===== config.mk =====
export PLATFORM = sky130hd
export DESIGN_NAME = bus_arbiter
export DESIGN_NICKNAME = d
export VERILOG_FILES = /design/src/rtl/bus_pkg.sv /design/src/rtl/bus_arbiter.sv
export SDC_FILE = /design/constraint.sdc
export NUM_CORES = 1
export LEC_CHECK = 0
export BUFFER_PORTS_ARGS = -buffer_cell sky130_fd_sc_hd__buf_2
export CORE_AREA = 2 2 117 119
export DETAILED_ROUTE_END_ITERATION = 8
export DIE_AREA = 0 0 119 121
export PLACE_DENSITY = 0.45
export SLEW_MARGIN = 20
export SYNTH_ARGS = -nofsm -noshare
export SYNTH_HDL_FRONTEND = slang
export SYNTH_SLANG_ARGS = --single-unit

===== constraint.sdc =====
create_clock -name clk -period 2.8 [get_ports clk]
set_input_delay 0.28 -clock clk [delete_from_list [all_inputs] [get_ports clk]]
set_output_delay 0.28 -clock clk [all_outputs]
set_load 0.02 [all_outputs]

===== src/rtl/bus_pkg.sv =====
// Shared definitions for the two-master bus arbiter.
//   ADDR_W_DEF / DATA_W_DEF : default address / data widths
//   state_e                 : arbiter FSM states (IDLE, GNT0, GNT1)
package bus_pkg;

    localparam int unsigned ADDR_W_DEF = 32;
    localparam int unsigned DATA_W_DEF = 32;

    typedef enum logic [1:0] {
        IDLE = 2'd0,
        GNT0 = 2'd1,
        GNT1 = 2'd2
    } state_e;

endpackage


===== src/rtl/bus_arbiter.sv =====
// Round-robin arbiter sharing one slave port between two masters
// (master 0: instruction fetch, master 1: CPU data).
//
// Ports:
//   clk, rst                   : clock, synchronous active-high reset
//   m0Valid/m0Wr/m0Addr/m0DataM2S : master 0 request (inputs)
//   m0DataS2M/m0Ready          : master 0 response (outputs)
//   m1*                        : same set for master 1
//   sValid/sWr/sAddr/sDataM2S  : request toward the slave (outputs)
//   sDataS2M/sReady            : slave response (inputs)
//
// The grant is registered; once granted, the master's request and the slave's
// response are passed through combinationally so a zero-wait slave completes
// in the first grant cycle.
module bus_arbiter
    import bus_pkg::*;
#(
    parameter int unsigned ADDR_W = ADDR_W_DEF,
    parameter int unsigned DATA_W = DATA_W_DEF
) (
    input  logic              clk,
    input  logic              rst,

    input  logic              m0Valid,
    input  logic              m0Wr,
    input  logic [ADDR_W-1:0] m0Addr,
    input  logic [DATA_W-1:0] m0DataM2S,
    output logic [DATA_W-1:0] m0DataS2M,
    output logic              m0Ready,

    input  logic              m1Valid,
    input  logic              m1Wr,
    input  logic [ADDR_W-1:0] m1Addr,
    input  logic [DATA_W-1:0] m1DataM2S,
    output logic [DATA_W-1:0] m1DataS2M,
    output logic              m1Ready,

    output logic              sValid,
    output logic              sWr,
    output logic [ADDR_W-1:0] sAddr,
    output logic [DATA_W-1:0] sDataM2S,
    input  logic [DATA_W-1:0] sDataS2M,
    input  logic              sReady
);

    state_e state;
    logic   last_gnt;   // master that completed most recently
    logic   gnt0;
    logic   gnt1;
    logic   s_fire;

    // Grant and pass-through. Gating with rst forces every output low in the
    // reset cycle itself, so an in-flight transfer is dropped immediately.
    always_comb begin
        gnt0     = !rst && (state == GNT0);
        gnt1     = !rst && (state == GNT1);

        sValid   = 1'b0;
        sWr      = 1'b0;
        sAddr    = '0;
        sDataM2S = '0;
        if (gnt0) begin
            sValid   = m0Valid;
            sWr      = m0Wr;
            sAddr    = m0Addr;
            sDataM2S = m0DataM2S;
        end else if (gnt1) begin
            sValid   = m1Valid;
            sWr      = m1Wr;
            sAddr    = m1Addr;
            sDataM2S = m1DataM2S;
        end

        // sReady only counts while a request is actually presented.
        s_fire    = sValid && sReady;

        m0Ready   = gnt0 && s_fire;
        m1Ready   = gnt1 && s_fire;
        m0DataS2M = gnt0 ? sDataS2M : '0;
        m1DataS2M = gnt1 ? sDataS2M : '0;
    end

    always_ff @(posedge clk) begin
        if (rst) begin
            state    <= IDLE;
            last_gnt <= 1'b1;   // master 0 wins the first tie
        end else begin
            case (state)
                IDLE: begin
                    if (m0Valid && m1Valid) begin
                        state <= last_gnt ? GNT0 : GNT1;
                    end else if (m0Valid) begin
                        state <= GNT0;
                    end else if (m1Valid) begin
                        state <= GNT1;
                    end
                end
                GNT0: begin
                    if (!m0Valid) begin
                        // Request withdrawn before completion.
                        state <= IDLE;
                    end else if (s_fire) begin
                        last_gnt <= 1'b0;
                        if (m1Valid) begin
                            state <= GNT1;
                        end else if (m0Valid) begin
                            state <= GNT0;
                        end else begin
                            state <= IDLE;
                        end
                    end
                end
                GNT1: begin
                    if (!m1Valid) begin
                        state <= IDLE;
                    end else if (s_fire) begin
                        last_gnt <= 1'b1;
                        if (m0Valid) begin
                            state <= GNT0;
                        end else if (m1Valid) begin
                            state <= GNT1;
                        end else begin
                            state <= IDLE;
                        end
                    end
                end
                default: state <= IDLE;
            endcase
        end
    end

endmodule


* Yosys cells after proc, flatten, opt, wreduce, memory -nomap -nowiden
Index checks and enable logic that the tools add are counted.
** Operators by class
- Equality and inequality tests :: 9
- Mux-type cells :: 26
- Reduce and logical (&&, ||, !) cells :: 11
** Operator list (count)
- $mux 32 :: 6
- $mux 2 :: 10
- $mux 1 :: 8
- $ne 2x2->1 const B :: 4
- $logic_and 1x1->1 :: 6
- $ne 3x3->1 const B :: 2
- $pmux 2 s3 :: 1
- $reduce_and 5->1 :: 1
- $ne 4x4->1 const B :: 1
- $reduce_and 3->1 :: 1
- $eq 2x1->1 const B :: 1
- $eq 2x2->1 const B :: 1
- $logic_not 2->1 :: 1
- $pmux 1 s2 :: 1
- $reduce_bool 2->1 :: 1
- $logic_not 1->1 :: 1
** Word-level totals
- Flip-flop bits (word level) :: 3
- Input bits :: 167
- Output and inout port bits :: 132
- Word-level logic and storage cells :: 48

* Logic depth before layout (Yosys ltp)
- Word-level depth :: 8
- Mapped depth :: 6
- Gate-level depth less buffers :: 4

* Worst setup path after synthesis
No wires, ideal clock.
- Kind :: register -> output
- Start :: register state[0]
- End :: output sAddr[0]
- Arrival time :: 1.352 ns
- Required time :: 2.520 ns
- Setup slack :: 1.168 ns
- Stages on the path, launching flop included :: 7
- Buffers on the path :: 3
- Path through :: dfxtp_1 > buf_2 > nand2_1 > nor2_2 > buf_2 > buf_4 > a22o_1
** On the way
- Word-level cells in the longest chain between the ends :: 4
- Elaborated cells between the ends (all ways) :: 6
- Classes of those cells :: 2 x eq/ne; 2 x mux; 2 x reduce/logical
** Ends and longest elaborated chain
- start: declaration :: line bus_arbiter.sv:46 : state_e state;
- start signal: assignment :: line bus_arbiter.sv:91 : state <= last_gnt ? GNT0 : GNT1;
- $eq 2x2->1 :: line bus_arbiter.sv:56 : gnt1 = !rst && (state == GNT1);
- $logic_and 1x1->1 :: line bus_arbiter.sv:56
- $mux 32 :: line bus_arbiter.sv:67 : end else if (gnt1) begin
- $mux 32 * :: line bus_arbiter.sv:62 : if (gnt0) begin
- end: declaration :: line bus_arbiter.sv:40 : output logic [ADDR_W-1:0] sAddr,
Every way passes the cells marked *; elsewhere a longest branch is shown, timed or not.

* Worst setup path in the final report
- Start :: register state[0]
- End :: output sDataM2S[29]
** On the way
- Word-level cells in the longest chain between the ends :: 4
- Elaborated cells between the ends (all ways) :: 6
- Classes of those cells :: 2 x eq/ne; 2 x mux; 2 x reduce/logical
** Ends and longest elaborated chain
- $eq 2x2->1 :: line bus_arbiter.sv:56
- $logic_and 1x1->1 :: line bus_arbiter.sv:56
- $mux 32 :: line bus_arbiter.sv:67
- $mux 32 * :: line bus_arbiter.sv:62
- end: declaration :: line bus_arbiter.sv:41 : output logic [DATA_W-1:0] sDataM2S,
Marks and branches as above.

==> metrics.md <==
| Metric | Value |
|---|---|
| Port buffer count | `approximately 300` |
| Crit path cell chain | `nand2_1, nor2_4, buf_4, a22o_1, buf_2` |
| Drt pass-1 iters | `4` |
| Post-layout instance area | `between 3000 and 4000 µm²` |
| Layout Cells excl Fill | `around 650` |
| Commonest cells after routing, fill and taps aside | `buf_2, a22o_1, and2_1` |
| Seq cells post-synth | `3` |
| CP endpoint kind | `primary output` |
| Clock buffer count from CTS | `3` |
| Synth Net Count | `approximately 350` |
| HPWL after DPL | `just under 7000 µm` |
| Die Y-Extent | `approximately 120 µm` |
| Cell Area, Placed | `roughly 3000 µm²` |
| Post-Syn Area | `~1300 µm²` |
| Crit path kind | `flop to primary output` |
| Avg Cell Area, Syn | `7.15 µm²` |
| Bufs on Longest Clock Path | `2` |
| Worst path bufs/invs | `2` |
| Initial DRC Count | `60` |
| Hold_buf cts | `0` |
| R2R setup slack | `about 1.3 ns` |
| Max-slew headroom | `between 60% and 70%` |
| Clk sinks | `3` |
| HP Class | `input pin to flop` |
| Skew-Pair Late Insertion Delay | `~0.23 ns` |
| Top delay family on crit path | `buffers and inverters` |
| Routed len/inst | `12.5 µm` |
| P&R area growth vs syn | `130%` |
| Global-route wire length before repair | `11,700 µm` |
| Post_cts resized | `0` |
| Die Wd | `119 µm` |
| Placed cells | `642` |
| Commonest non-fill, non-tap cell in the layout | `buf_2` |
| RSZ-0062 raised after global routing | `false` |
| Worst setup margin | `approximately 0.62 ns` |
| Outcome | `completed` |
| Ys Warns | `0` |
| CTS tree | `yes` |
| Vias per inst | `slightly above 4` |
| Placement Setup Slack | `about 0.85 ns` |
| Number of top-level pins | `~300` |
| Leak | `1.93 nW` |
| Yosys cell types | `25` |
| GRT overflow | `0` |
| Worst Min Path Start | `rst` |
| Final GP Congestion | `0.827` |
| Largest net degree at the start of global routing | `57` |
| Worst Hold Depth | `2` |
| WP data required | `2.52 ns` |
| Clock Root Buffer | `clkbuf_16` |
| GR Util All Layers | `around 9.8%` |
| Final max-slew violation count | `0` |
| Nets | `approximately 640` |
| Crit path arrival time | `1.90 ns` |
| Antenna violations before repair | `0` |
| R2r endpoint | `state[1]$_SDFFE_PP0P_` |
| Reg-to-Reg Start | `state[0]$_SDFFE_PP0P_` |
| Routed Antenna Nets | `0` |
| Reg clk slew, reported paths | `approximately 0.030 ns` |
| Final WL | `8050 µm` |
| Register area share after synthesis | `approximately 4.5%` |
| Post-layout power | `0.000879 W` |
| Setup bufs post-CTS | `0` |
| Cell row count | `42` |
| Vias | `around 2,600` |
| Reg2Reg Depth | `4` |
| FMAX | `458 MHz` |
| CP max FO | `56` |
| Worst VDD drop | `236 µV` |
| Tcrit/Tclk final | `78.0%` |
| CP startpoint kind | `flop` |
| Vias in the first global route | `2,295` |
| Slowest CP cell | `dfxtp_1` |
| Initial Utilization | `approximately a tenth` |
| Finish-stage setup viols | `0` |
| Hold violation count in the final report | `0` |
| H-tree depth | `1` |
| P per Cell Area | `slightly below 300 nW/µm²` |
| Final Critical Period | `~2.2 ns` |
| DRC violations left | `0` |
| Skew final | `0.00317 ns` |
| Max-cap violations | `0` |
| WHS Endpoint | `state[1]$_SDFFE_PP0P_` |
| Post-Synthesis Cells | `roughly 190` |
| Core area | `between 10,000 and 15,000 µm²` |
| CP max stage delay | `between 0.5 and 0.6 ns` |
| Worst Max-Slew Pin Slew | `between 0.5 and 0.6 ns` |
| Full die area | `14,400 µm²` |
| Share of cells above drive strength 1 | `~66%` |
| Setup_tns | `0 ns` |
| ANT cells | `0` |
## report_power, final
| group | switching [W] | leakage [nW] | internal (W) |
|---|---|---|---|
| Combinational | 0.000338 | 1.87 | 0.000251 |
| Sequential | 0.00000965 | 0.0247 | 0.0000476 |
| Clock | 0.0000441 | 0.0382 | 0.000188 |
| Total | 0.000392 | 1.93 | 0.000487 |
## flip-flops by register name, indices dropped and copies added, names as in the netlist
name,count
state,2
last_gnt,1
## layout make-up
class | count | area, µm²
Fill cell | 1462 | 10000
Inverter | 4 | 15.0
Sequential cell | 3 | 60.1
Tap cell | 176 | 220
Timing Repair Buffer | 302 | 1520
Clock buffer | 4 | 78.8
Multi-Input combinational cell | 157 | 1150
## cell usage after synthesis, drive strengths merged
library cell  instances  area share [%]
a21oi                 3             1.1
a221oi                1            0.66
a22o                 65              43
a31oi                 2            0.95
and2                 64              30
and3                  2            0.95
buf                  13             5.5
clkbuf                8             2.3
dfxtp                 3             4.5
inv                   4             1.1
mux2i                 1            0.76
nand2                 2            0.57
nand2b                1            0.47
nand3                 2            0.76
nand3b                1            0.57
nor2                  3             1.0
nor2b                 1            0.47
nor3                  1             1.2
o2111ai               1            0.66
o21ai                 5             1.9
o32ai                 1            0.66
or3                   1            0.47
## through the flow
stage / hold WS, ns / utilization, %
final: 0.368 / 23.3
after global routing: 0.391 / 23.3
after floorplan: 0.359 / -
after global placement: 0.556 / 22.7
after detailed placement: 0.549 / 22.7
after CTS: 0.362 / 23.3
## metal layers
metal,vias up,GRT usage [%],part of all wire (%)
met1,1197,12.7,42
met4,0,1.64,0.26
li1,1263,-,-
met2,155,16.7,50
met5,-,0,0
met3,2,2.21,8.4
## how the worst max path moves through the flow
stage	startpoint	slack, ns	endpoint	depth (start not counted)
after detailed placement	state[0]$_SDFFE_PP0P_	0.85	sDataM2S[29]	5
after global routing	state[1]$_SDFFE_PP0P_	0.48	sDataM2S[29]	5
final	state[0]$_SDFFE_PP0P_	0.62	sDataM2S[29]	5
after floorplan	state[0]$_SDFFE_PP0P_	1.17	sAddr[0]	6
after global placement	state[0]$_SDFFE_PP0P_	0.87	sDataM2S[29]	5
after CTS	state[1]$_SDFFE_PP0P_	0.61	sDataM2S[29]	5
## cells by family after synthesis
| family | synth area share, % |
|---|---|
| DFF | 4.54 |
| muxes | 0.757 |
| AOI/OAI and AO/OA | 49.0 |
| and+or+nand+nor | 36.8 |
| buffers and inverters | 8.89 |
Note: power is estimated with default switching activity, not from simulation.
